## config.mk

```make
export PLATFORM = sky130hd
export DESIGN_NAME = imem_boot_loader
export DESIGN_NICKNAME = d
export VERILOG_FILES = /design/src/rtl/imem_boot_loader.sv
export SDC_FILE = /design/constraint.sdc
export NUM_CORES = 1
export LEC_CHECK = 0
export BUFFER_PORTS_ARGS = -buffer_cell sky130_fd_sc_hd__buf_2
export CAP_MARGIN = 10
export CORE_UTILIZATION = 31
export DETAILED_ROUTE_END_ITERATION = 12
export GPL_ROUTABILITY_DRIVEN = 0
export SLEW_MARGIN = 20
export SYNTH_ARGS = -nofsm -noshare
export SYNTH_HDL_FRONTEND = slang
export SYNTH_SLANG_ARGS = --single-unit
```

## constraint.sdc

```tcl
create_clock -name clock -period 4.8 [get_ports clock]
set_clock_uncertainty 0.1 [all_clocks]
set_input_delay 0.24 -clock clock [delete_from_list [all_inputs] [get_ports clock]]
set_output_delay 0.24 -clock clock [all_outputs]
set_load 0.01 [all_outputs]
```

## src/rtl/imem_boot_loader.sv

```systemverilog
// Boot loader for the single-cycle MIPS instruction memory. It parses a framed byte stream
// (length, big-endian words, XOR checksum), writes the words from address 0 and gates cpu_run.
module imem_boot_loader #(
  parameter int ADDR_W  = 10,
  parameter int TIMEOUT = 1000
) (
  input  logic              clock,
  input  logic              reset,
  input  logic              start,
  input  logic              in_valid,
  input  logic [7:0]        in_data,
  output logic              in_ready,
  output logic              imem_we,
  output logic [ADDR_W-1:0] imem_addr,
  output logic [31:0]       imem_wdata,
  output logic              cpu_run,
  output logic              load_done,
  output logic              load_error
);

  localparam logic [2:0] S_IDLE   = 3'd0;
  localparam logic [2:0] S_LEN_HI = 3'd1;
  localparam logic [2:0] S_LEN_LO = 3'd2;
  localparam logic [2:0] S_DATA   = 3'd3;
  localparam logic [2:0] S_CHECK  = 3'd4;
  localparam logic [2:0] S_DONE   = 3'd5;
  localparam logic [2:0] S_ERROR  = 3'd6;

  localparam logic [31:0]     DEPTH   = 32'd1 << ADDR_W;
  localparam logic [ADDR_W:0] IDX_ONE = 1;

  logic [2:0]        state_q, state_d;
  logic [15:0]       len_q, len_d;
  logic [ADDR_W:0]   idx_q, idx_d;
  logic [1:0]        bcnt_q, bcnt_d;
  logic [23:0]       asm_q, asm_d;
  logic [7:0]        chk_q, chk_d;
  logic [31:0]       timer_q, timer_d;
  logic              in_ready_q, in_ready_d;
  logic              we_q, we_d;
  logic [ADDR_W-1:0] addr_q, addr_d;
  logic [31:0]       wdata_q, wdata_d;
  logic              run_q, run_d;
  logic              done_q, done_d;
  logic              err_q, err_d;
  logic              xfer;

  assign xfer = in_valid && in_ready_q;

  always_comb begin
    state_d = state_q;
    len_d   = len_q;
    idx_d   = idx_q;
    bcnt_d  = bcnt_q;
    asm_d   = asm_q;
    chk_d   = chk_q;
    timer_d = timer_q;
    we_d    = 1'b0;
    addr_d  = addr_q;
    wdata_d = wdata_q;
    case (state_q)
      S_IDLE, S_DONE, S_ERROR: begin
        if (start) begin
          state_d = S_LEN_HI;
          len_d   = '0;
          idx_d   = '0;
          bcnt_d  = '0;
          asm_d   = '0;
          chk_d   = '0;
          timer_d = '0;
        end
      end
      S_LEN_HI: if (xfer) begin
        len_d[15:8] = in_data;
        state_d     = S_LEN_LO;
      end
      S_LEN_LO: if (xfer) begin
        len_d[7:0] = in_data;
        // bounding N here is what keeps imem_addr from ever wrapping
        if (len_d == 16'd0 || 32'(len_d) > DEPTH) state_d = S_ERROR;
        else                                      state_d = S_DATA;
      end
      S_DATA: if (xfer) begin
        chk_d  = chk_q ^ in_data;
        asm_d  = {asm_q[15:0], in_data};
        bcnt_d = bcnt_q + 2'd1;
        if (bcnt_q == 2'd3) begin
          we_d    = 1'b1;
          addr_d  = idx_q[ADDR_W-1:0];
          wdata_d = {asm_q, in_data};
          idx_d   = idx_q + IDX_ONE;
          if (32'(idx_q) + 32'd1 == 32'(len_q)) state_d = S_CHECK;
        end
      end
      S_CHECK: if (xfer) state_d = (in_data == chk_q) ? S_DONE : S_ERROR;
      default: state_d = S_IDLE;
    endcase
    // idle-cycle watchdog, active only while the loader is accepting bytes
    if (in_ready_q) begin
      if (xfer) timer_d = '0;
      else begin
        timer_d = timer_q + 32'd1;
        if (TIMEOUT != 0 && timer_q + 32'd1 == 32'(TIMEOUT)) state_d = S_ERROR;
      end
    end
    in_ready_d = (state_d == S_LEN_HI) || (state_d == S_LEN_LO) ||
                 (state_d == S_DATA)   || (state_d == S_CHECK);
    done_d     = (state_d == S_DONE);
    run_d      = (state_d == S_DONE);
    err_d      = (state_d == S_ERROR);
  end

  always_ff @(posedge clock) begin
    if (reset) begin
      state_q    <= S_IDLE;
      len_q      <= '0;
      idx_q      <= '0;
      bcnt_q     <= '0;
      asm_q      <= '0;
      chk_q      <= '0;
      timer_q    <= '0;
      in_ready_q <= 1'b0;
      we_q       <= 1'b0;
      addr_q     <= '0;
      wdata_q    <= '0;
      run_q      <= 1'b0;
      done_q     <= 1'b0;
      err_q      <= 1'b0;
    end else begin
      state_q    <= state_d;
      len_q      <= len_d;
      idx_q      <= idx_d;
      bcnt_q     <= bcnt_d;
      asm_q      <= asm_d;
      chk_q      <= chk_d;
      timer_q    <= timer_d;
      in_ready_q <= in_ready_d;
      we_q       <= we_d;
      addr_q     <= addr_d;
      wdata_q    <= wdata_d;
      run_q      <= run_d;
      done_q     <= done_d;
      err_q      <= err_d;
    end
  end

  assign in_ready   = in_ready_q;
  assign imem_we    = we_q;
  assign imem_addr  = addr_q;
  assign imem_wdata = wdata_q;
  assign cpu_run    = run_q;
  assign load_done  = done_q;
  assign load_error = err_q;

endmodule

```

==> results.txt <==
----------------------------------------------------
[Outcome]
  Status ... finished, final reports clean

[Die]
  Area of the placeable core ... 0.0213 mm2
  Die Footprint ... 0.0226 mm2
  Width of the chip ... 150 um
  Vertical die dimension ... 150 um
  I/O pin total ... 59
  Starting density of the core ... 32.1%
  Cell Rows ... 53

[Final layout]
  Net total in the final layout ... 933
  Final cell utilization of the core ... 36.6%
  Layout fillers ... 2229
  Share of final-layout standard cells stronger than drive strength 1 ... 13.0%
  Area growth from synthesis to layout ... 14.1%
  Final Instance Count excl. Fillers ... 1206
  Antenna Cells ... 0

[Critical path]
  Top cell by count, worst path ... sky130_fd_sc_hd__nor4_1
  Number of buffers and inverters on the critical path ... 0
  Worst Path Required ... 4.97 ns
  Maximum fanout along the worst path ... 10
  Cell-by-cell trace of the critical path ... ha_1, nand3_1, nor3_2, nand4_1, xnor2_1, or4_1, nor4_1, nor4_1
  Startpoint type of the worst setup path ... flip-flop
  FF-to-FF path depth ... 8
  Critical Path Sink Type ... flip-flop
  Setup CP Type ... reg2reg
  CP Depth ... 8
  Source of the critical timing path ... timer_q[0]
  Cell type group with the largest total delay on the critical path ... simple AND/OR/NAND/NOR gates
  Slowest stage delay, CP ... 0.57 ns
  Worst endpoint data arrival time ... 3.43 ns
  Worst R2R Start ... timer_q[0]
  Max stage delay cell, worst path ... sky130_fd_sc_hd__nor3_2

[Clocking]
  TritonCTS clock tree ... done
  Maximum buffer depth of the clock tree ... 2
  Buffers inserted during post-CTS setup optimization ... 0
  Cts repair resizes ... 0
  CTS hold repair buffers ... 0
  Root buffer cell ... sky130_fd_sc_hd__clkbuf_16
  H-tree depth ... 4
  Number of buffers created by CTS ... 17
  Clock slew at the register clock pins of the worst setup and hold paths ... 0.06 ns
  # clock sinks ... 142
  Worst-skew pair later-pin latency ... 0.42 ns

[STA]
  Period Utilization, post-route ... 67.9%
  Max Clk Rate ... 307 MHz
  Rel. slew slack ... 39.4%
  Sum Neg Setup Slack ... 0 ns
  Number of setup violations in the final report ... 0
  Unrepaired setup endpoints after global routing ... no
  Post-route worst hold slack ... 0.0388 ns
  Final Max Slew Viols ... 0
  Final critical-path setup slack ... 1.54 ns
  Hold violation total from the final report ... 0
  Transition time at the pin with the least slew margin ... 0.908 ns
  Time the worst path needs with I/O delays and setup ... 3.26 ns

[Power]
  Max VDD drop ... 226 uV
  Pleak ... 2.77 nW
  Ratio of total power to cell area ... 345 mW/mm2

[Drt]
  DRT iter0 DRCs ... 374
  Wire per inst ... 14.0 um
  DR pass1 iterations ... 6
  Final ANT Viol Nets ... 0
  Number of vias per cell ... 5.13
  Final routed wirelength across all metal layers ... 16900 um
  Vias ... 6191
  Count of unresolved DRC violations after routing ... 0

[GRT]
  Overflow left after global routing ... 0
  Global-route wire length before repair ... 27400 um
  Combined global-route utilization of all metal layers ... 15.2%
  Pin count of the biggest net entering global routing ... 76
  Number of global-route vias before repair ... 5379
  Antenna violations before repair ... 0

[Logic synthesis]
  Sequential-to-total area share from yosys stat ... 41.6%
  Distinct cell type count of the synthesized netlist ... 60
  Number of storage elements in the synthesis netlist ... 142
  Post-synthesis area per instance ... 7.48 um2
  Number of cells produced by synthesis ... 913
  Post-synth EDFFs ... 0
  Flip-flop cell with the highest count after synthesis ... sky130_fd_sc_hd__dfxtp_1
  Netlist area before placement ... 0.00683 mm2
  Post-synth net total ... 928
  Synth warn ... 0
  Async set-reset flop share out of synthesis ... 0%

[Placement]
  Count of input and output buffers ... 58
  Setup WS pre-CTS ... 1.61 ns
  DP Wirelength ... 10900 um
  Cell count after placement ... 1174

[Hold path]
  Hold path startpoint ... in_data[6]
  Hold Crit Class ... in2reg
  Depth of the worst hold-timing path ... 3

[Flow run]
  Max capacitance violation total ... 0

----------------------------------------------------
## layout make-up
type                    count  area [um2]  area share (%)
clock inverters            13         139            1.78
well taps                 275         344            4.42
repair buffers             66         353            4.53
inverters                   2        7.51          0.0963
flip-flops and latches    142        2840            36.5
multi-input cells         689        3660            47.0
clock buffers              19         443            5.68
## worst paths after layout
path | slack [ns] | endpoint
worst max register to register | 1.54 | load_done
worst min register to register | 0.35 | imem_addr[6]
worst min-delay path | 0.04 | len_q[14]
worst max-delay path | 1.54 | load_done
## per-stage QoR
| stage | cell area (um2) | total power (W) |
|---|---|---|
| 2_1_floorplan | 6830 | 0.00136 |
| 3_3_place_gp | 7210 | 0.00141 |
| 3_5_place_dp | 7210 | 0.00141 |
| 4_1_cts | 7790 | 0.00272 |
| 5_1_grt | 7790 | 0.00280 |
| 6_report | 7790 | 0.00269 |
## layer usage
metal  part of all wire [%]  track usage, %  wire length (um)  vias up
met2                     45            23.1              7580      128
met5                      0               0                 0        -
li1                       -               -                 -     3183
met1                     49            21.1              8260     2868
met3                    5.2            3.94               879       12
met4                   0.88            4.04               148        0
## registers in the layout (all words and copies together) (netlist names)
name and count:
in_ready 1, load_done 1, asm_q 24, imem_wdata 32
imem_addr 10, timer_q 32, bcnt_q 2, idx_q 11
len_q 16, load_error 1, chk_q 8, imem_we 1
state_q 3
## power breakdown
group,switching (W),leakage [nW],internal (W)
clock network,0.000556,0.284,0.000747
registers,0.0000108,1.14,0.00119
logic,0.000138,1.34,0.0000469
total,0.000705,2.77,0.00198
## cell usage after synthesis (9+ instances only)
cell | n | area, um2
sky130_fd_sc_hd__nand4_1 | 10 | 62.6
sky130_fd_sc_hd__a21oi_1 | 145 | 726
sky130_fd_sc_hd__xnor2_1 | 19 | 166
sky130_fd_sc_hd__a31oi_1 | 10 | 62.6
sky130_fd_sc_hd__nor4_1 | 13 | 81.3
sky130_fd_sc_hd__clkbuf_1 | 68 | 255
sky130_fd_sc_hd__xor2_1 | 16 | 140
sky130_fd_sc_hd__dfxtp_1 | 142 | 2840
sky130_fd_sc_hd__nand2_1 | 167 | 627
sky130_fd_sc_hd__nand3_1 | 66 | 330
sky130_fd_sc_hd__o21ai_0 | 43 | 215
sky130_fd_sc_hd__nor3_1 | 21 | 105
sky130_fd_sc_hd__and3_1 | 9 | 56.3
sky130_fd_sc_hd__nor2_1 | 73 | 274
## logic make-up (layout without fill, tap and decap cells)
group	count (synthesis)	in the layout	synth area share [%]
XOR/XNOR	35	35	4.49
buffers and inverters	82	100	4.80
AO/OA/AOI/OAI	229	229	18.3
flip-flops	142	142	41.6
AND/OR/NAND/NOR	418	418	29.6
adder cells (fa/ha/maj)	3	3	0.550
multiplexers	4	4	0.623
## worst reg2reg max path, cell delays in order (launching register included)
cell and delay (ns):
sky130_fd_sc_hd__dfxtp_1 0.44, sky130_fd_sc_hd__ha_1 0.27, sky130_fd_sc_hd__nand3_1 0.25, sky130_fd_sc_hd__nor3_2 0.57
sky130_fd_sc_hd__nand4_1 0.19, sky130_fd_sc_hd__xnor2_1 0.17, sky130_fd_sc_hd__or4_1 0.53, sky130_fd_sc_hd__nor4_1 0.49
sky130_fd_sc_hd__nor4_1 0.11
## layout by cell type (no fill, tap or decap), drive strengths merged, types with 3 or more instances in the layout
cell type,n
nand2,167
a21oi,145
dfxtp,142
nor2,73
nand3,68
buf,66
o21ai,43
nor3,24
xnor2,19
clkbuf,19
xor2,16
nor4,14
nand4,13
and3,11
inv,11
a31oi,10
and2,7
or3,7
nand2b,6
a211oi,6
nand3b,5
a21o,5
or2,4
nor2b,4
or4,4
nand4b,3
a311oi,3
a22oi,3
ha,3
No activity file was read; power rests on OpenSTA's default activity.
